[config.mk]
export PLATFORM = sky130hd
export DESIGN_NAME = klp32_lsu
export DESIGN_NICKNAME = d
export VERILOG_FILES = /design/src/rtl/klp32_pkg.sv /design/src/rtl/klp32_lsu_align.sv /design/src/rtl/klp32_lsu.sv
export SDC_FILE = /design/constraint.sdc
export NUM_CORES = 1
export LEC_CHECK = 0
export ABC_CLOCK_PERIOD_IN_PS = 1750
export BUFFER_PORTS_ARGS = -buffer_cell sky130_fd_sc_hd__buf_4
export CAP_MARGIN = 25
export CORE_ASPECT_RATIO = 1.4
export CORE_MARGIN = 2
export CORE_UTILIZATION = 46
export CTS_CLUSTER_DIAMETER = 80
export DETAILED_ROUTE_END_ITERATION = 10
export PLACE_DENSITY = 0.77
export SYNTH_ARGS = -nofsm -noshare
export SYNTH_HDL_FRONTEND = slang
export SYNTH_HIERARCHICAL = 1
export SYNTH_SLANG_ARGS = --single-unit
[constraint.sdc]
create_clock -name clk -period 1.75 [get_ports clk]
set_clock_uncertainty 0.2 [all_clocks]
set_input_delay 0.0875 -clock clk [delete_from_list [all_inputs] [get_ports clk]]
set_output_delay 0.0875 -clock clk [all_outputs]
set_load 0.05 [all_outputs]
[src/rtl/klp32_pkg.sv]
// Shared types for the KLP32V1 load/store unit: RV32I load/store width codes and LSU FSM states.
package klp32_pkg;

  typedef enum logic [2:0] {
    LSU_B  = 3'b000,
    LSU_H  = 3'b001,
    LSU_W  = 3'b010,
    LSU_BU = 3'b100,
    LSU_HU = 3'b101
  } lsu_width_e;

  typedef enum logic [1:0] {
    IDLE   = 2'd0,
    ACCESS = 2'd1,
    RESP   = 2'd2
  } lsu_state_e;

  // 011, 110 and 111 have no RV32I load/store meaning and never reach memory.
  function automatic logic isLegalWidth(input logic [2:0] funct3);
    return (funct3 == LSU_B)  || (funct3 == LSU_H)  || (funct3 == LSU_W) ||
           (funct3 == LSU_BU) || (funct3 == LSU_HU);
  endfunction

endpackage

[src/rtl/klp32_lsu_align.sv]
// Combinational lane logic for klp32_lsu: store byte enables and data replication,
// plus load lane selection with sign or zero extension.
module klp32_lsu_align
  import klp32_pkg::*;
(
  input  logic [2:0]  reqFunct3,
  input  logic [1:0]  reqOff,
  input  logic [31:0] reqWdata,
  output logic [3:0]  memBe,
  output logic [31:0] memWdata,
  input  logic [2:0]  rspFunct3,
  input  logic [1:0]  rspOff,
  input  logic [31:0] memRdata,
  output logic [31:0] loadData
);

  logic        [31:0] laneWord;
  logic signed [7:0]  laneByte;
  logic signed [15:0] laneHalf;

  always_comb begin
    memBe    = 4'b1111;
    memWdata = reqWdata;
    case (reqFunct3[1:0])
      2'b00: begin
        memBe    = 4'b0001 << reqOff;
        memWdata = {4{reqWdata[7:0]}};
      end
      2'b01: begin
        memBe    = 4'b0011 << {reqOff[1], 1'b0};
        memWdata = {2{reqWdata[15:0]}};
      end
      default: ;
    endcase
  end

  // The offset is already aligned to the access size, so the wanted lane lands at bit 0.
  always_comb begin
    laneWord = memRdata >> {rspOff, 3'b000};
    laneByte = laneWord[7:0];
    laneHalf = laneWord[15:0];
    case (rspFunct3)
      LSU_B:   loadData = 32'(laneByte);
      LSU_H:   loadData = 32'(laneHalf);
      LSU_BU:  loadData = {24'd0, laneWord[7:0]};
      LSU_HU:  loadData = {16'd0, laneWord[15:0]};
      default: loadData = memRdata;
    endcase
  end

endmodule

[src/rtl/klp32_lsu.sv]
// KLP32V1 load/store unit: stalls the core across a handshaked data-memory access.
// Define MISALIGN_TRAP_EN to trap misaligned H/W accesses instead of force-aligning them.
module klp32_lsu
  import klp32_pkg::*;
#(
  parameter int TIMEOUT_CYCLES = 255
) (
  input  logic        clk,
  input  logic        reset,
  input  logic        i_req_valid,
  output logic        o_req_ready,
  input  logic        i_we,
  input  logic [2:0]  i_funct3,
  input  logic [31:0] i_addr,
  input  logic [31:0] i_wdata,
  output logic        o_stall,
  output logic        o_resp_valid,
  output logic [31:0] o_rdata,
  output logic        o_bus_err,
  output logic        o_misaligned,
  output logic        o_mem_req,
  output logic        o_mem_we,
  output logic [29:0] o_mem_addr,
  output logic [3:0]  o_mem_be,
  output logic [31:0] o_mem_wdata,
  input  logic        i_mem_ack,
  input  logic [31:0] i_mem_rdata
);

  localparam int CntW = $clog2(TIMEOUT_CYCLES);

  lsu_state_e       state;
  logic [CntW-1:0]  cnt;
  logic             weQ;
  logic [2:0]       funct3Q;
  logic [1:0]       offQ;
  logic [29:0]      addrQ;
  logic [3:0]       beQ;
  logic [31:0]      wdataQ;
  logic [31:0]      rdataQ;
  logic             busErrQ;
  logic             isHalf;
  logic             isWord;
  logic [1:0]       reqOff;
  logic [3:0]       reqBe;
  logic [31:0]      reqWdata;
  logic [31:0]      loadData;

  assign isHalf = (i_funct3[1:0] == 2'b01);
  assign isWord = (i_funct3 == LSU_W);

`ifdef MISALIGN_TRAP_EN
  logic misalignReq;
  logic misalignQ;
  assign misalignReq  = (isHalf && i_addr[0]) || (isWord && (i_addr[1:0] != 2'b00));
  assign reqOff       = i_addr[1:0];
  assign o_misaligned = misalignQ;
`else
  assign reqOff       = isWord ? 2'b00 : (isHalf ? {i_addr[1], 1'b0} : i_addr[1:0]);
  assign o_misaligned = 1'b0;
`endif

  klp32_lsu_align uAlign (
    .reqFunct3 (i_funct3),
    .reqOff    (reqOff),
    .reqWdata  (i_wdata),
    .memBe     (reqBe),
    .memWdata  (reqWdata),
    .rspFunct3 (funct3Q),
    .rspOff    (offQ),
    .memRdata  (i_mem_rdata),
    .loadData  (loadData)
  );

  always_ff @(posedge clk or negedge reset) begin
    if (!reset) begin
      state   <= IDLE;
      cnt     <= '0;
      weQ     <= 1'b0;
      funct3Q <= 3'b000;
      offQ    <= 2'b00;
      addrQ   <= '0;
      beQ     <= 4'b0000;
      wdataQ  <= '0;
      rdataQ  <= '0;
      busErrQ <= 1'b0;
`ifdef MISALIGN_TRAP_EN
      misalignQ <= 1'b0;
`endif
    end else begin
      case (state)
        IDLE: begin
          if (i_req_valid) begin
            weQ     <= i_we;
            funct3Q <= i_funct3;
            offQ    <= reqOff;
            addrQ   <= i_addr[31:2];
            beQ     <= reqBe;
            wdataQ  <= reqWdata;
            cnt     <= '0;
            rdataQ  <= '0;
            busErrQ <= 1'b0;
`ifdef MISALIGN_TRAP_EN
            misalignQ <= 1'b0;
`endif
            if (!isLegalWidth(i_funct3)) begin
              busErrQ <= 1'b1;
              state   <= RESP;
`ifdef MISALIGN_TRAP_EN
            end else if (misalignReq) begin
              misalignQ <= 1'b1;
              state     <= RESP;
`endif
            end else begin
              state <= ACCESS;
            end
          end
        end
        // An ack on the final timeout cycle still completes the access normally.
        ACCESS: begin
          if (i_mem_ack) begin
            rdataQ <= weQ ? '0 : loadData;
            state  <= RESP;
          end else if (cnt == CntW'(TIMEOUT_CYCLES - 1)) begin
            busErrQ <= 1'b1;
            state   <= RESP;
          end else begin
            cnt <= cnt + 1'b1;
          end
        end
        RESP:    state <= IDLE;
        default: state <= IDLE;
      endcase
    end
  end

  assign o_req_ready  = (state == IDLE);
  assign o_stall      = ((state == IDLE) && i_req_valid) || (state == ACCESS);
  assign o_resp_valid = (state == RESP);
  assign o_rdata      = rdataQ;
  assign o_bus_err    = busErrQ;
  assign o_mem_req    = (state == ACCESS);
  assign o_mem_we     = weQ;
  assign o_mem_addr   = addrQ;
  assign o_mem_be     = beQ;
  assign o_mem_wdata  = wdataQ;

endmodule

Yosys cells after proc, flatten, opt, wreduce, memory -nomap -nowiden. Cells that the tools add are included.

$add $sub $neg: 1. Equality and inequality tests: 17. Shift operators: 3. Mux-type cells: 23. Reductions and logical operators: 16.

Operators with widths (number): $pmux W32 S2 (2); $pmux W32 S4 (1); $mux W32 (3); $shr A32 B5 Y16 (1); $mux W8 (3); $pmux W8 S2 (1); $eq A3 B3 Y1 const B (4); $mux W2 (5); $add A8 B1 Y8 const B (1); $eq A8 B8 Y1 const B (1); $pmux W4 S2 (1); $reduce_and A4 Y1 (2); $eq A3 B1 Y1 const B (2); $logic_not A3 Y1 (2); $ne A2 B2 Y1 const B (3); $logic_or A1 B1 Y1 (5); $mux W1 (5); $eq A2 B1 Y1 const B (2); $logic_not A2 Y1 (2); $ne A2 B1 Y1 const B (2); $pmux W2 S2 (1); $reduce_and A2 Y1 (2); $shl A1 B2 Y4 const A (1); $shl A2 B2 Y4 const A (1); 7 further kinds (7).

Register bits: 115. Input port bits: 104. Output and inout bits: 105. Word-level logic and storage cells: 70.

Logic depth before layout (Yosys ltp).
Word-level depth: 8. Mapped depth: 7. Depth with buffers taken out: 6.

Modules after synthesis. Netlist, hierarchy kept.

By module, submodules not included: klp32_lsu (instances 1, cells an instance 523, area an instance 4807.1 um^2, seq. area each 2877.8 um^2); klp32_lsu_align (instances 1, cells an instance 169, area an instance 1146.1 um^2, seq. area each 0.0 um^2).

Least setup slack after synthesis. Ideal clock, no wire load.

Path kind: register to output. Start: register state[0]. End: output o_stall. Arrival time: 1.843 ns. Data required time: 1.462 ns. Path slack: -0.380 ns. Stages on the path, launching flop included: 4. Path buffers: 1. Path through: dfrtp_1 -> buf_4 -> nor2b_1 -> nand2b_1.

Elaborated cells on any way between the ends: 4. Classes of those cells: 1 x eq/ne; 3 x reduce/logical.

RTL lines: start, declared (RTL line klp32_lsu.sv:32) `lsu_state_e state;`; start signal, assigned (RTL line klp32_lsu.sv:77) `state <= IDLE;`; start signal, assigned (RTL line klp32_lsu.sv:108) `state <= RESP;`; start signal, assigned (RTL line klp32_lsu.sv:115) `state <= ACCESS;`; $eq A2 B1 Y1; net o_mem_req (RTL line klp32_lsu.sv:21) `output logic o_mem_req,`; $logic_or A1 B1 Y1 (RTL line klp32_lsu.sv:138) `assign o_stall = ((state == IDLE) && i_req_valid) || (state == ACCESS);`; end, declared (RTL line klp32_lsu.sv:16) `output logic o_stall,`.

The timed path passes the listed nets, and every way through them passes these cells.

Worst setup path after layout.
Start: register offQ[1]. End: register rdataQ[15], in the netlist o_rdata[15].

Cells in the longest elaborated chain, start to end: 5.

RTL lines: start, declared (RTL line klp32_lsu.sv:36) `logic [1:0] offQ;`; start signal, assigned (RTL line klp32_lsu.sv:96) `offQ <= reqOff;`; $shr A32 B5 Y16 (RTL line klp32_lsu_align.sv:39) `laneWord = memRdata >> {rspOff, 3'b000};`; $pmux W32 S4 (RTL line klp32_lsu_align.sv:42) `case (rspFunct3)`; net loadData[15] (RTL line klp32_lsu.sv:47) `logic [31:0] loadData;`; $mux W32 (RTL line klp32_lsu.sv:122) `rdataQ <= weQ ? '0 : loadData;`; $mux W32 (RTL line klp32_lsu.sv:121) `if (i_mem_ack) begin`; $pmux W32 S2 (RTL line klp32_lsu.sv:91) `case (state)`; end signal, assigned (RTL line klp32_lsu.sv:122); end, declared (RTL line klp32_lsu.sv:40) `logic [31:0] rdataQ;`.

The timed path passes the listed nets, and every way through them passes these cells. The select of a mux whose other input is x is not followed. A chain may end at the register's enable or synchronous reset.

==> flow_metrics.py <==
metrics = {
    "logic_synthesis": {
        "synthTopCellsByCount": "289 x nand2_1, 115 x dfrtp_1, 62 x o21ai_0, 40 x o31ai_1, 30 x clkbuf_1",
        "avgSynthCellArea_um2": 8.60,
        "synth_edf_count": 0,
        "synth_top_flop_cell": "dfrtp_1",
        "syn_nets": 798,
        "yosysWarnings": 6,
        "synthCells": 692,
        "synth.area.top_cells": "dfrtp_1 48%, nand2_1 18%, o21ai_0 5.2%",
        "yosysTopAreaCell": "dfrtp_1",
        "synth.yosys.seq_area_share": 0.483,
        "ys_ff_latch": 115,
        "ys_async_sr_fraction": 1.00,
        "synth_area_um2": 5950,
        "synth.top_cell.area_share": 0.483,
        "ys_types": 49,
        "yosysMostFrequentCell": "nand2_1",
    },
    "routing": {
        "wirelength_um": 23700,
        "routedWlPerCell_um": 19.9,
        "via_per_inst": 5.67,
        "drc_errors": 0,
        "dr.pass1.iters": 5,
        "postRouteAntennaNets": 0,
        "drtIter0Drc": 492,
        "vias": 6726,
    },
    "placement": {
        "pre_cts_ws_ps": -148,
        "placed_cells_incl_taps": 1033,
        "gp_congestion": 0.899,
        "place_hpwl_um": 12500,
        "io_buffer_count": 207,
    },
    "floorplanning": {
        "ioPinCount": 209,
        "core_um2": 12800,
        "die_w_um": 100,
        "start_util": 0.467,
        "die_area_um2": 13900,
        "die_y_um": 139,
        "rows": 49,
    },
    "outcome": {
        "violations": "negative setup slack",
        "run_status": "complete, but fails checks",
    },
    "clock_network": {
        "h-tree-depth": 4,
        "path_clk_slew_ps": 60,
        "cts_sinks": 115,
        "numCtsBuffers": 17,
        "clk_latency_ps": 410,
        "cts-root-buf": "clkbuf_16",
        "cts_tree": "done",
        "clock_path_buffers": 2,
    },
    "critical_path": {
        "path_max_fanout": 7,
        "criticalPathCategory": "reg -> reg",
        "cp-end-kind": "flip-flop",
        "cp.arrival_ps": 2110,
        "startpoint_type": "flip-flop",
        "cp.required_ps": 1820,
    },
    "finish": {
        "area_growth_pct": 67.1,
        "drive_gt1_frac": 0.359,
        "final_nets": 1126,
        "stdcell_count": 1187,
    },
    "timing": {
        "fmax_ghz": 0.490,
        "min_period_ps": 2040,
        "slew_violations": 0,
        "fin_crit_sh": 1.17,
        "setup_viol": 29,
        "hold_ws_ps": 83.2,
        "tightest_slew_ps": 641,
        "grt_setup_unrepaired": "true",
        "postLayoutSetupSlackWorst_ps": -291,
        "hold_viol": 0,
        "slew_headroom": 0.572,
    },
    "hold_path": {
        "hp-class": "in -> reg",
    },
    "pwr": {
        "vdd_drop_max_uv": 1310,
        "power.leakage_nw": 4.89,
        "powerDensity_nw_per_um2": 1920,
    },
    "grt": {
        "grt_pass1_vias": 6662,
        "antenna_found_initial": 1,
        "gr-usage-all-layers": 0.308,
        "grt_pass1_wl_um": 33600,
        "grt.overflow.total": 0,
        "grt_max_degree": 116,
    },
    "job": {
        "cap_violations": 0,
    },
}
-- cells in the final DEF (no fill, tap or decap), types with 3 or more instances in the layout --
| master | instances |
|---|---|
| nand2_1 | 284 |
| buf_4 | 228 |
| dfrtp_1 | 112 |
| dlygate4sd3_1 | 104 |
| o21ai_0 | 42 |
| o31ai_1 | 31 |
| mux2_2 | 25 |
| buf_6 | 22 |
| clkbuf_16 | 21 |
| o21ai_1 | 18 |
| mux2i_1 | 11 |
| inv_1 | 9 |
| o31ai_2 | 9 |
| inv_6 | 7 |
| buf_12 | 6 |
| a22oi_1 | 6 |
| o21ai_2 | 6 |
| nor2_1 | 5 |
| nand2b_1 | 5 |
| nand2_2 | 5 |
| a221oi_1 | 5 |
| nor2b_4 | 3 |
| and3_1 | 3 |
| o21bai_1 | 3 |
| mux2_4 | 3 |
| clkinvlp_4 | 3 |
| clkinv_4 | 3 |
| dfrtp_2 | 3 |
-- worst max-delay path, stage by stage (launching register included) --
cell	delay [ps]
dfrtp_2	440
buf_6	130
mux4_2	260
buf_6	130
a21oi_4	100
o31ai_1	210
nand2_1	80
o31ai_1	350
-- power breakdown --
part	total (mW)	switching, mW	internal [mW]
Sequential	4.47	0.740	3.73
Combinational	11.1	7.34	3.79
Clock	3.54	1.41	2.13
-- cell type report --
class	instances	area (um2)
timing repair buffer	367	3280
multi-input combinational	510	2970
sequential	115	2880
fill	760	2800
clock buffer	17	425
tap	153	191
clock inverter	15	170
inverter	9	33.8
antenna	1	2.50
-- flip-flops by register name, indices dropped and copies added (netlist names), 2 cells and up --
signal and count:
state 2, o_rdata 32, o_mem_wdata 32, funct3Q 3
cnt 8, o_mem_be 4, o_mem_addr 30, offQ 2
-- metal layers --
metal,vias to the layer above,routed length [um],GRT usage
li1,2982,-,-
met1,3224,8090,0.342
met2,416,12400,0.528
met3,104,1780,0.0801
met4,0,1410,0.172
met5,-,0,0
-- logic make-up (layout without fill, tap and decap cells) --
group,count (synthesis),count (layout),share of synthesized area
and+or+nand+nor,325,325,0.222
AOI/OAI and AO/OA,141,141,0.156
DFF,115,115,0.483
buffers and inverters,67,408,0.0570
muxes,41,41,0.0776
adders and majority gates,2,2,0.00420
other,1,2,0.000630
-- what timing repair did --
| item | 4_1_cts | 5_1_grt |
|---|---|---|
| resized for setup | 44 | 58 |
| setup buffers | 11 | 3 |
| gates cloned | 2 | 4 |
| setup endpoints to repair | 30 | 60 |
| hold endpoints to repair | 225 | 1 |
| pin swaps | 8 | 19 |
| hold buffers | 103 | 1 |
-- path summary, 6_finish.rpt --
check	end	depth (start not counted)	slack, ps	from
worst max-delay path	o_rdata[15]$_DFFE_PN0P_	7	-290	offQ[1]$_DFFE_PN0P_
worst min-delay path	cnt[7]$_DFFE_PN0P_	4	80	i_req_valid
worst max register to register	o_rdata[15]$_DFFE_PN0P_	7	-290	offQ[1]$_DFFE_PN0P_
worst min register to register	o_mem_addr[22]$_DFFE_PN0P_	2	280	o_mem_addr[22]$_DFFE_PN0P_
max in group asynchronous	state[1]$_DFFE_PN0P_	3	730	reset
min in group asynchronous	o_rdata[5]$_DFFE_PN0P_	3	100	reset
-- through the flow --
| stage | util | power, mW | TNS (ps) | cell area, um2 |
|---|---|---|---|---|
| 2_1_floorplan | - | 10.7 | -2610 | 5960 |
| 3_3_place_gp | 0.611 | 13.8 | -2220 | 7790 |
| 3_5_place_dp | 0.611 | 13.9 | -3020 | 7790 |
| 4_1_cts | 0.756 | 18.3 | -2950 | 9640 |
| 5_1_grt | 0.780 | 19.8 | -6210 | 9950 |
| 6_report | 0.780 | 19.1 | -3940 | 9950 |
(Power assumes the default switching activity.)
